<file path="src/rtl/serial_approx_sub_pkg.sv">
// Shared types and constants for the serial approximate subtractor.
package serial_approx_sub_pkg;

    localparam int CHUNK = 2;

    typedef enum logic [1:0] {
        IDLE = 2'd0,
        RUN  = 2'd1,
        DONE = 2'd2
    } state_e;

    // Chunk index width, never below one bit even for a single-chunk operand.
    function automatic int idx_width(input int width);
        return (width / CHUNK > 1) ? $clog2(width / CHUNK) : 1;
    endfunction

endpackage

</file>
<file path="src/rtl/serial_approx_sub_if.sv">
// Operand/result handshake bundle between a producer/consumer and the subtractor.
interface serial_approx_sub_if #(
    parameter int WIDTH = 8
);
    logic             in_valid;
    logic             in_ready;
    logic [WIDTH-1:0] a;
    logic [WIDTH-1:0] b;
    logic             out_valid;
    logic             out_ready;
    logic [WIDTH-1:0] diff;
    logic             borrow;

    modport master (
        output in_valid, a, b, out_ready,
        input  in_ready, out_valid, diff, borrow
    );

    modport slave (
        input  in_valid, a, b, out_ready,
        output in_ready, out_valid, diff, borrow
    );

endinterface

</file>
<file path="src/rtl/serial_approx_sub_twobitsub_approx.sv">
// Two-bit approximate subtractor slice; the bit-1 propagate term is dropped from bout.
module twobitsub_approx
    import serial_approx_sub_pkg::*;
(
    input  logic [CHUNK-1:0] a_i,
    input  logic [CHUNK-1:0] b_i,
    input  logic             bin_i,
    output logic [CHUNK-1:0] d_o,
    output logic             bout_o
);

    logic br0;

    assign br0    = (~a_i[0] & b_i[0]) | (~(a_i[0] ^ b_i[0]) & bin_i);
    assign d_o[0] = a_i[0] ^ b_i[0] ^ bin_i;
    assign d_o[1] = a_i[1] ^ b_i[1] ^ br0;
    // Over-reports borrow when a1=1, b1=0 and br0=1.
    assign bout_o = (~a_i[1] & b_i[1]) | br0;

endmodule

</file>
<file path="src/rtl/serial_approx_sub.sv">
// Serial approximate subtractor: one 2-bit chunk per cycle, LSB first, valid/ready handshake.
//
// state | meaning
// IDLE  | ready for operands, last result held on diff/borrow
// RUN   | processing chunk idx_q, borrow chained through br_q
// DONE  | result presented with out_valid until out_ready
module serial_approx_sub
    import serial_approx_sub_pkg::*;
#(
    parameter int WIDTH = 8
) (
    input  logic               clk,
    input  logic               rst_n,
    serial_approx_sub_if.slave bus
);

    localparam int                NCHUNK   = WIDTH / CHUNK;
    localparam int                IW       = idx_width(WIDTH);
    localparam logic [IW-1:0]     LAST_IDX = IW'(NCHUNK - 1);

    state_e           state_q, state_d;
    logic [IW-1:0]    idx_q, idx_d;
    logic [WIDTH-1:0] a_q, a_d;
    logic [WIDTH-1:0] b_q, b_d;
    logic             br_q, br_d;
    logic [WIDTH-1:0] diff_q, diff_d;
    logic             borrow_q, borrow_d;

    logic [CHUNK-1:0] a_ch, b_ch, d_ch;
    logic             bout_ch;

    always_comb begin
        a_ch = '0;
        b_ch = '0;
        for (int k = 0; k < NCHUNK; k++) begin
            if (idx_q == IW'(k)) begin
                a_ch = a_q[k*CHUNK +: CHUNK];
                b_ch = b_q[k*CHUNK +: CHUNK];
            end
        end
    end

    (* dont_touch = "true" *)
    twobitsub_approx u_chunk (
        .a_i    (a_ch),
        .b_i    (b_ch),
        .bin_i  (br_q),
        .d_o    (d_ch),
        .bout_o (bout_ch)
    );

    always_comb begin
        state_d  = state_q;
        idx_d    = idx_q;
        a_d      = a_q;
        b_d      = b_q;
        br_d     = br_q;
        diff_d   = diff_q;
        borrow_d = borrow_q;
        case (state_q)
            IDLE: begin
                if (bus.in_valid) begin
                    a_d     = bus.a;
                    b_d     = bus.b;
                    idx_d   = '0;
                    br_d    = 1'b0;
                    state_d = RUN;
                end
            end
            RUN: begin
                br_d = bout_ch;
                for (int k = 0; k < NCHUNK; k++) begin
                    if (idx_q == IW'(k)) begin
                        diff_d[k*CHUNK +: CHUNK] = d_ch;
                    end
                end
                if (idx_q == LAST_IDX) begin
                    borrow_d = bout_ch;
                    state_d  = DONE;
                end else begin
                    idx_d = idx_q + 1'b1;
                end
            end
            DONE: begin
                if (bus.out_ready) begin
                    state_d = IDLE;
                end
            end
            default: state_d = IDLE;
        endcase
    end

    always_ff @(posedge clk or negedge rst_n) begin
        if (!rst_n) begin
            state_q  <= IDLE;
            idx_q    <= '0;
            a_q      <= '0;
            b_q      <= '0;
            br_q     <= 1'b0;
            diff_q   <= '0;
            borrow_q <= 1'b0;
        end else begin
            state_q  <= state_d;
            idx_q    <= idx_d;
            a_q      <= a_d;
            b_q      <= b_d;
            br_q     <= br_d;
            diff_q   <= diff_d;
            borrow_q <= borrow_d;
        end
    end

    assign bus.in_ready  = (state_q == IDLE);
    assign bus.out_valid = (state_q == DONE);
    assign bus.diff      = diff_q;
    assign bus.borrow    = borrow_q;

endmodule

</file>
<file path="src/flat_wrapper.sv">
// flat-port wrapper written by rule: the top's interface ports become plain ports
module serial_approx_sub_flat import serial_approx_sub_pkg::*;
#(
    parameter int WIDTH = 8
)
  (clk, rst_n, bus_in_valid, bus_a, bus_b, bus_out_ready, bus_in_ready, bus_out_valid, bus_diff, bus_borrow);
  serial_approx_sub_if #(.WIDTH(WIDTH)) bus_i ();
  input  logic clk;
  input  logic rst_n;
  input wire logic [$bits(bus_i.in_valid)-1:0] bus_in_valid;
  input wire logic [$bits(bus_i.a)-1:0] bus_a;
  input wire logic [$bits(bus_i.b)-1:0] bus_b;
  input wire logic [$bits(bus_i.out_ready)-1:0] bus_out_ready;
  output wire logic [$bits(bus_i.in_ready)-1:0] bus_in_ready;
  output wire logic [$bits(bus_i.out_valid)-1:0] bus_out_valid;
  output wire logic [$bits(bus_i.diff)-1:0] bus_diff;
  output wire logic [$bits(bus_i.borrow)-1:0] bus_borrow;
  assign bus_i.in_valid = bus_in_valid;
  assign bus_i.a = bus_a;
  assign bus_i.b = bus_b;
  assign bus_i.out_ready = bus_out_ready;
  assign bus_in_ready = bus_i.in_ready;
  assign bus_out_valid = bus_i.out_valid;
  assign bus_diff = bus_i.diff;
  assign bus_borrow = bus_i.borrow;
  serial_approx_sub #(.WIDTH(WIDTH)) u_core (.clk(clk), .rst_n(rst_n), .bus(bus_i));
endmodule
</file>
<file path="config.mk">
export PLATFORM = sky130hd
export DESIGN_NAME = serial_approx_sub_flat
export DESIGN_NICKNAME = d
export VERILOG_FILES = /design/src/rtl/serial_approx_sub_pkg.sv /design/src/rtl/serial_approx_sub_if.sv /design/src/rtl/serial_approx_sub_twobitsub_approx.sv /design/src/rtl/serial_approx_sub.sv /design/src/flat_wrapper.sv
export SDC_FILE = /design/constraint.sdc
export NUM_CORES = 1
export LEC_CHECK = 0
export BUFFER_PORTS_ARGS = -buffer_cell sky130_fd_sc_hd__buf_2
export CORE_AREA = 2 2 64 54
export CTS_BUF_LIST = sky130_fd_sc_hd__clkbuf_2 sky130_fd_sc_hd__clkbuf_4 sky130_fd_sc_hd__clkbuf_8
export CTS_CLUSTER_DIAMETER = 100
export DETAILED_ROUTE_END_ITERATION = 7
export DIE_AREA = 0 0 66 56
export HOLD_SLACK_MARGIN = 0.12
export PLACE_DENSITY_LB_ADDON = 0.15
export REMOVE_ABC_BUFFERS = 1
export SLEW_MARGIN = 5
export SYNTH_ARGS = -nofsm -noshare
export SYNTH_HDL_FRONTEND = slang
export SYNTH_HIERARCHICAL = 1
export SYNTH_SLANG_ARGS = --single-unit
</file>
<file path="constraint.sdc">
create_clock -name clk -period 2.8 [get_ports clk]
set_input_delay 0.42 -clock clk [delete_from_list [all_inputs] [get_ports clk]]
set_output_delay 0.42 -clock clk [all_outputs]
set_load 0.01 [all_outputs]
</file>
# Yosys cells after proc, flatten, opt, wreduce, memory -nomap -nowiden
# Cells that the tools add are included.
# totals
reg_bits	30
output_inout_bits	11
in_bits	20
ram_bits	0
mem_bits_ro	0
memories	0
latchBits	0
elab_cells	60
# op_classes
n_eq_ne	9
n_reduce_logical	11
bitwise	12
order_cmp	0
shifts	0
n_mux	17
addsub	1
multipliers	0
n_div	0
# ops
op	count
2-bit two-way mux	13
2-bit AND reduction	6
2-bit == test (second input constant)	3
2-bit != test (second input constant)	3
2-bit one-hot mux with 3 select lines	1
3-bit AND reduction	2
2-bit by 1-bit == test with 1-bit output (second input constant)	2
2-bit logical NOT	2
2-bit one-hot mux with 2 select lines	1
1-bit bitwise XOR	4
1-bit AND	3
1-bit inverter	3
2-bit by 1-bit adder with 2-bit output (second input constant)	1
2-bit by 1-bit != test with 1-bit output (second input constant)	1
1-bit bitwise OR	2
1-bit one-hot mux with 2 select lines	1
2-bit nonzero test	1
1-bit two-way mux	1

# Logic depth before layout (Yosys ltp)
# depth
ltp_word	11
mapped_depth	10
mapped_depth_nobuf	10

# By module
# Netlist, hierarchy kept.
# by_module_without_submodules
mod	seq_area_each_um2	area_each_um2	instances	cells_each
serial_approx_sub	750.7	1376.3	1	103
twobitsub_approx	0.0	58.8	1	7

# Least setup slack after synthesis
# Ideal clock, no wire load.
# synth_timing
path_type	reg2reg
startpoint	register u_core.idx_q[0]
endpoint	register u_core.borrow_q, in the netlist u_core/bus.borrow
setup_ns	0.125
synth_period_minus_slack_ns	2.272
stages_incl_launch_ff	8
t_arrival_ns	2.147
required_time_ns	2.675
setup_slack_ns	0.528
n_path_buf	0
cell_sequence	dfrtp_1 ha_1 or3b_2 o21ai_0 a31oi_1 fa_1 or2_1 mux2_2
# synth_via
elab_chain_cells	10
word_cells_on_any_way	22
cone_classes	eq/ne: 3; mux: 8; bitwise: 9; reduce/logical: 2
# synth_lines
item	line	text
start: declaration	serial_approx_sub.sv:22	logic [IW-1:0] idx_q, idx_d;
start signal: assignment	serial_approx_sub.sv:104	idx_q <= idx_d;
2-bit logical NOT	serial_approx_sub.sv:36	if (idx_q == IW'(k)) begin
2-bit two-way mux (3 in series)	serial_approx_sub.sv:36	
2-bit two-way mux *	serial_approx_sub.sv:36	
via u_core.b_ch[0]	serial_approx_sub.sv:29	logic [CHUNK-1:0] a_ch, b_ch, d_ch;
1-bit bitwise XOR	serial_approx_sub_twobitsub_approx.sv:14	assign br0 = (~a_i[0] & b_i[0]) | (~(a_i[0] ^ b_i[0]) & bin_i);
1-bit inverter	serial_approx_sub_twobitsub_approx.sv:14	
1-bit AND	serial_approx_sub_twobitsub_approx.sv:14	
1-bit bitwise OR *	serial_approx_sub_twobitsub_approx.sv:14	
1-bit bitwise OR *	serial_approx_sub_twobitsub_approx.sv:18	assign bout_o = (~a_i[1] & b_i[1]) | br0;
via u_core.bout_ch	serial_approx_sub.sv:30	logic bout_ch;
end signal: assignment	serial_approx_sub.sv:109	borrow_q <= borrow_d;
end: declaration	serial_approx_sub.sv:27	logic borrow_q, borrow_d;
# Mark *: on every way through the listed nets, which the timed path passes. The rest lies on a longest branch.
# A chain may end at the register's enable or synchronous reset.

# Final worst setup path
# layout_timing
startpoint	register u_core.idx_q[0]
endpoint	register u_core.diff_q[1], in the netlist u_core/bus.diff[1]
# layout_via
elab_chain_cells	10
word_cells_on_any_way	21
cone_classes	eq/ne: 3; mux: 8; bitwise: 8; reduce/logical: 2
# layout_lines
item	line	text
2-bit logical NOT	serial_approx_sub.sv:36	
2-bit two-way mux (3 in series)	serial_approx_sub.sv:36	
2-bit two-way mux *	serial_approx_sub.sv:36	
via u_core.b_ch[0]	serial_approx_sub.sv:29	
1-bit bitwise XOR	serial_approx_sub_twobitsub_approx.sv:14	
1-bit inverter	serial_approx_sub_twobitsub_approx.sv:14	
1-bit AND	serial_approx_sub_twobitsub_approx.sv:14	
1-bit bitwise OR *	serial_approx_sub_twobitsub_approx.sv:14	
1-bit bitwise XOR *	serial_approx_sub_twobitsub_approx.sv:16	assign d_o[1] = a_i[1] ^ b_i[1] ^ br0;
via u_core.d_ch[1]	serial_approx_sub.sv:29	
end signal: assignment	serial_approx_sub.sv:108	diff_q <= diff_d;
end: declaration	serial_approx_sub.sv:26	logic [WIDTH-1:0] diff_q, diff_d;
# Marked as above.

==> metrics <==
Post-CTS Setup Bufs 0; antenna cells 0; Syn Inst Count 110; worst skew pair latency 0.27 ns; TNS Setup 0 ns; vias in the first global route 997; Layout Utilization 0.5659; Critical Path End Type flop; Final period util 0.8956; max_cap viols 0; top-area cell type share of the netlist area 0.5231; CP top delay family adder cells; Vias/cell 5.177; 1st-iter DRT viols 32; grt total ovfl 0; Slowest Stage Delay on Critical Path 0.45 ns; global-route usage over all layers 0.1692; Yosys top cell by area dfrtp_1; final net count 171; area delta synth->final 19.01%; Syn Area/Cell 13.05 µm²; DR DRC count 0; Post-CTS Resized 0; hold_buf cts 0; post-synthesis xor/xnor area fraction 0.006103; Simple-Gate Fraction of Synth Area 0.08195; WP data arrival 2.72 ns; I/O Buffers 30; layout cells sized above 1 0.4589; Critical Path RT 3.02 ns; f_max 398.8 MHz; Max VDD drop 0.6829 mV; antenna violations before repair 0; via count 963; worst-path maximum fanout 6; DR WL/cell 14.30 µm; Placeable Area 3018 µm²; DRT Wirelength 2660 µm; RSZ-0062 raised after global routing false; Netlist Area Pre-Place 1435 µm²; Buf/Inv on CP 1; drt pass-1 iters 5; Setup Crit Path Kind reg2reg; largest cells by area after synthesis dfrtp_1 (52%), mux2_2 (13%), mux2_4 (8.4%); # clock sinks 30; yosys warns 6; fin cells 186; Post-Synth Adder-Cell Area 0.05754; highest-count cells in the layout ignoring fill and taps buf_2 (30), dfrtp_1 (30), mux2_2 (17), nand2_1 (8), mux2_4 (8); clock buffer depth 2; Placer Congestion 0.8250; CP cell instances inv_1, ha_1, or3b_2, o21ai_0, a31oi_1, fa_1, xnor2_1, mux2_2; CTS tree yes; min cycle time layout 2.508 ns; largest family of logic cells by synthesized area multiplexers; final setup vio count 0; Reg clk slew, reported paths 0.06 ns; largest net degree at the start of global routing 31; boundary pin count 31; H-tree depth 2; Worst slew margin 0.5650; Initial Util 0.4755; Worst-Margin Slew 0.6524 ns; post-route ant nets 0; Fin. Hold Viols 0; Leak 0.8132 nW; multiplexer share of the synthesized area 0.2171; Slew Limit Fails 0; clock root buffer clkbuf_8; Hold Path Class in2async; # rows 18; post-synthesis register bit count 30; first-pass GRT wire length 4678 µm; DP HPWL 1920 µm; die width 66 µm; post-synthesis sequential area ratio 0.5231; Num CTS Buffers 5; die height 56 µm; Power Density 1340 nW/µm²; DP Cell Count 178; CP startpoint kind flop; outcome complete, no violations; Clock Skews 0.002416 ns; slowest CP cell or3b_2; die area 3696 µm²; Synth Area in Compound Gates 0.08021; Netlist cell types 28
state kept, by name, summed over array words and instances (netlist names):
| register | cells |
|---|---|
| u_core/bus.borrow | 1 |
| u_core/b_q | 8 |
| u_core/state_q | 2 |
| u_core/idx_q | 2 |
| u_core/bus.diff | 8 |
| u_core/a_q | 8 |
| u_core/br_q | 1 |
worst register-to-register path, delay by kind of cell, from the launching register on:
family                     cells  cell delay (ns)
and+or+nand+nor                1             0.45
DFF                            1             0.44
AOI/OAI and AO/OA              2             0.17
adders and majority gates      2             0.68
muxes                          1             0.23
xor gates and xnor gates       1             0.36
buffers and inverters          1             0.11
through the flow:
stage,instance area [µm²],power [mW],hold slack (ns),setup slack (ns)
after CTS,1708,2.309,0.1876,0.2967
after global placement,1613,1.912,0.4747,0.3562
after floorplan,1413,1.624,0.1244,0.5282
final,1708,2.288,0.1690,0.2924
after global routing,1708,2.498,0.2184,0.1203
after detailed placement,1613,1.936,0.4859,0.3203
Yosys cell counts, drive strengths merged:
cell type / n
nand3b: 1
o22ai: 3
o21bai: 1
nand3: 1
and2b: 1
fa: 1
a22o: 1
o21ai: 4
ha: 5
buf: 2
o311ai: 1
xnor2: 1
nor2b: 1
dfrtp: 30
a21o: 1
a21oi: 3
or2: 1
a31oi: 1
inv: 7
mux2: 25
and2: 1
nand2: 8
or3b: 2
nor2: 2
nand2b: 3
a22oi: 3
final timing paths:
kind / startpoint / slack, ns / to / depth (start not counted)
setup / recovery: u_core/idx_q[0] / 0.29 / u_core/bus.diff[1] / 8
hold / removal: rst_n / 0.17 / u_core/idx_q[0] / 1
setup reg to reg: u_core/idx_q[0] / 0.29 / u_core/bus.diff[1] / 8
hold reg to reg: u_core/bus.diff[5] / 0.50 / u_core/bus.diff[5] / 1
max in group asynchronous: rst_n / 2.21 / u_core/state_q[1] / 1
min in group clk: bus_out_ready / 0.33 / u_core/state_q[1] / 2
logic make-up (layout without fill, tap and decap cells):
group                      Yosys count  in the layout
AOI/OAI and AO/OA                   18             18
and+or+nand+nor                     21             21
muxes                               25             25
buffers and inverters                9             45
xor gates and xnor gates             1              1
DFF                                 30             30
adders and majority gates            6              6
final cells by class:
cell class,count,area [µm²]
inverter,7,26.28
multi-input combinational,71,635.6
clock inverter,2,12.51
tap,40,50.05
timing repair buffer,30,150.1
clock buffer,6,82.58
fill,273,1310
sequential,30,750.7
per-layer routing:
layer | wire, µm | vias up | GRT usage | share of wire
met5 | 0 | - | 0 | 0
met4 | 18 | 0 | 0.06414 | 0.0068
met3 | 154 | 3 | 0.05870 | 0.058
met2 | 1223 | 24 | 0.2511 | 0.46
met1 | 1262 | 479 | 0.2273 | 0.47
li1 | - | 457 | - | -
power by group:
group          internal, mW  switching (mW)  leakage, nW
clock network         0.197           0.160       0.0472
logic                 0.574           0.548        0.409
registers             0.663           0.146        0.357
total                  1.43           0.854        0.813
No activity file was read; power rests on OpenSTA's default activity.
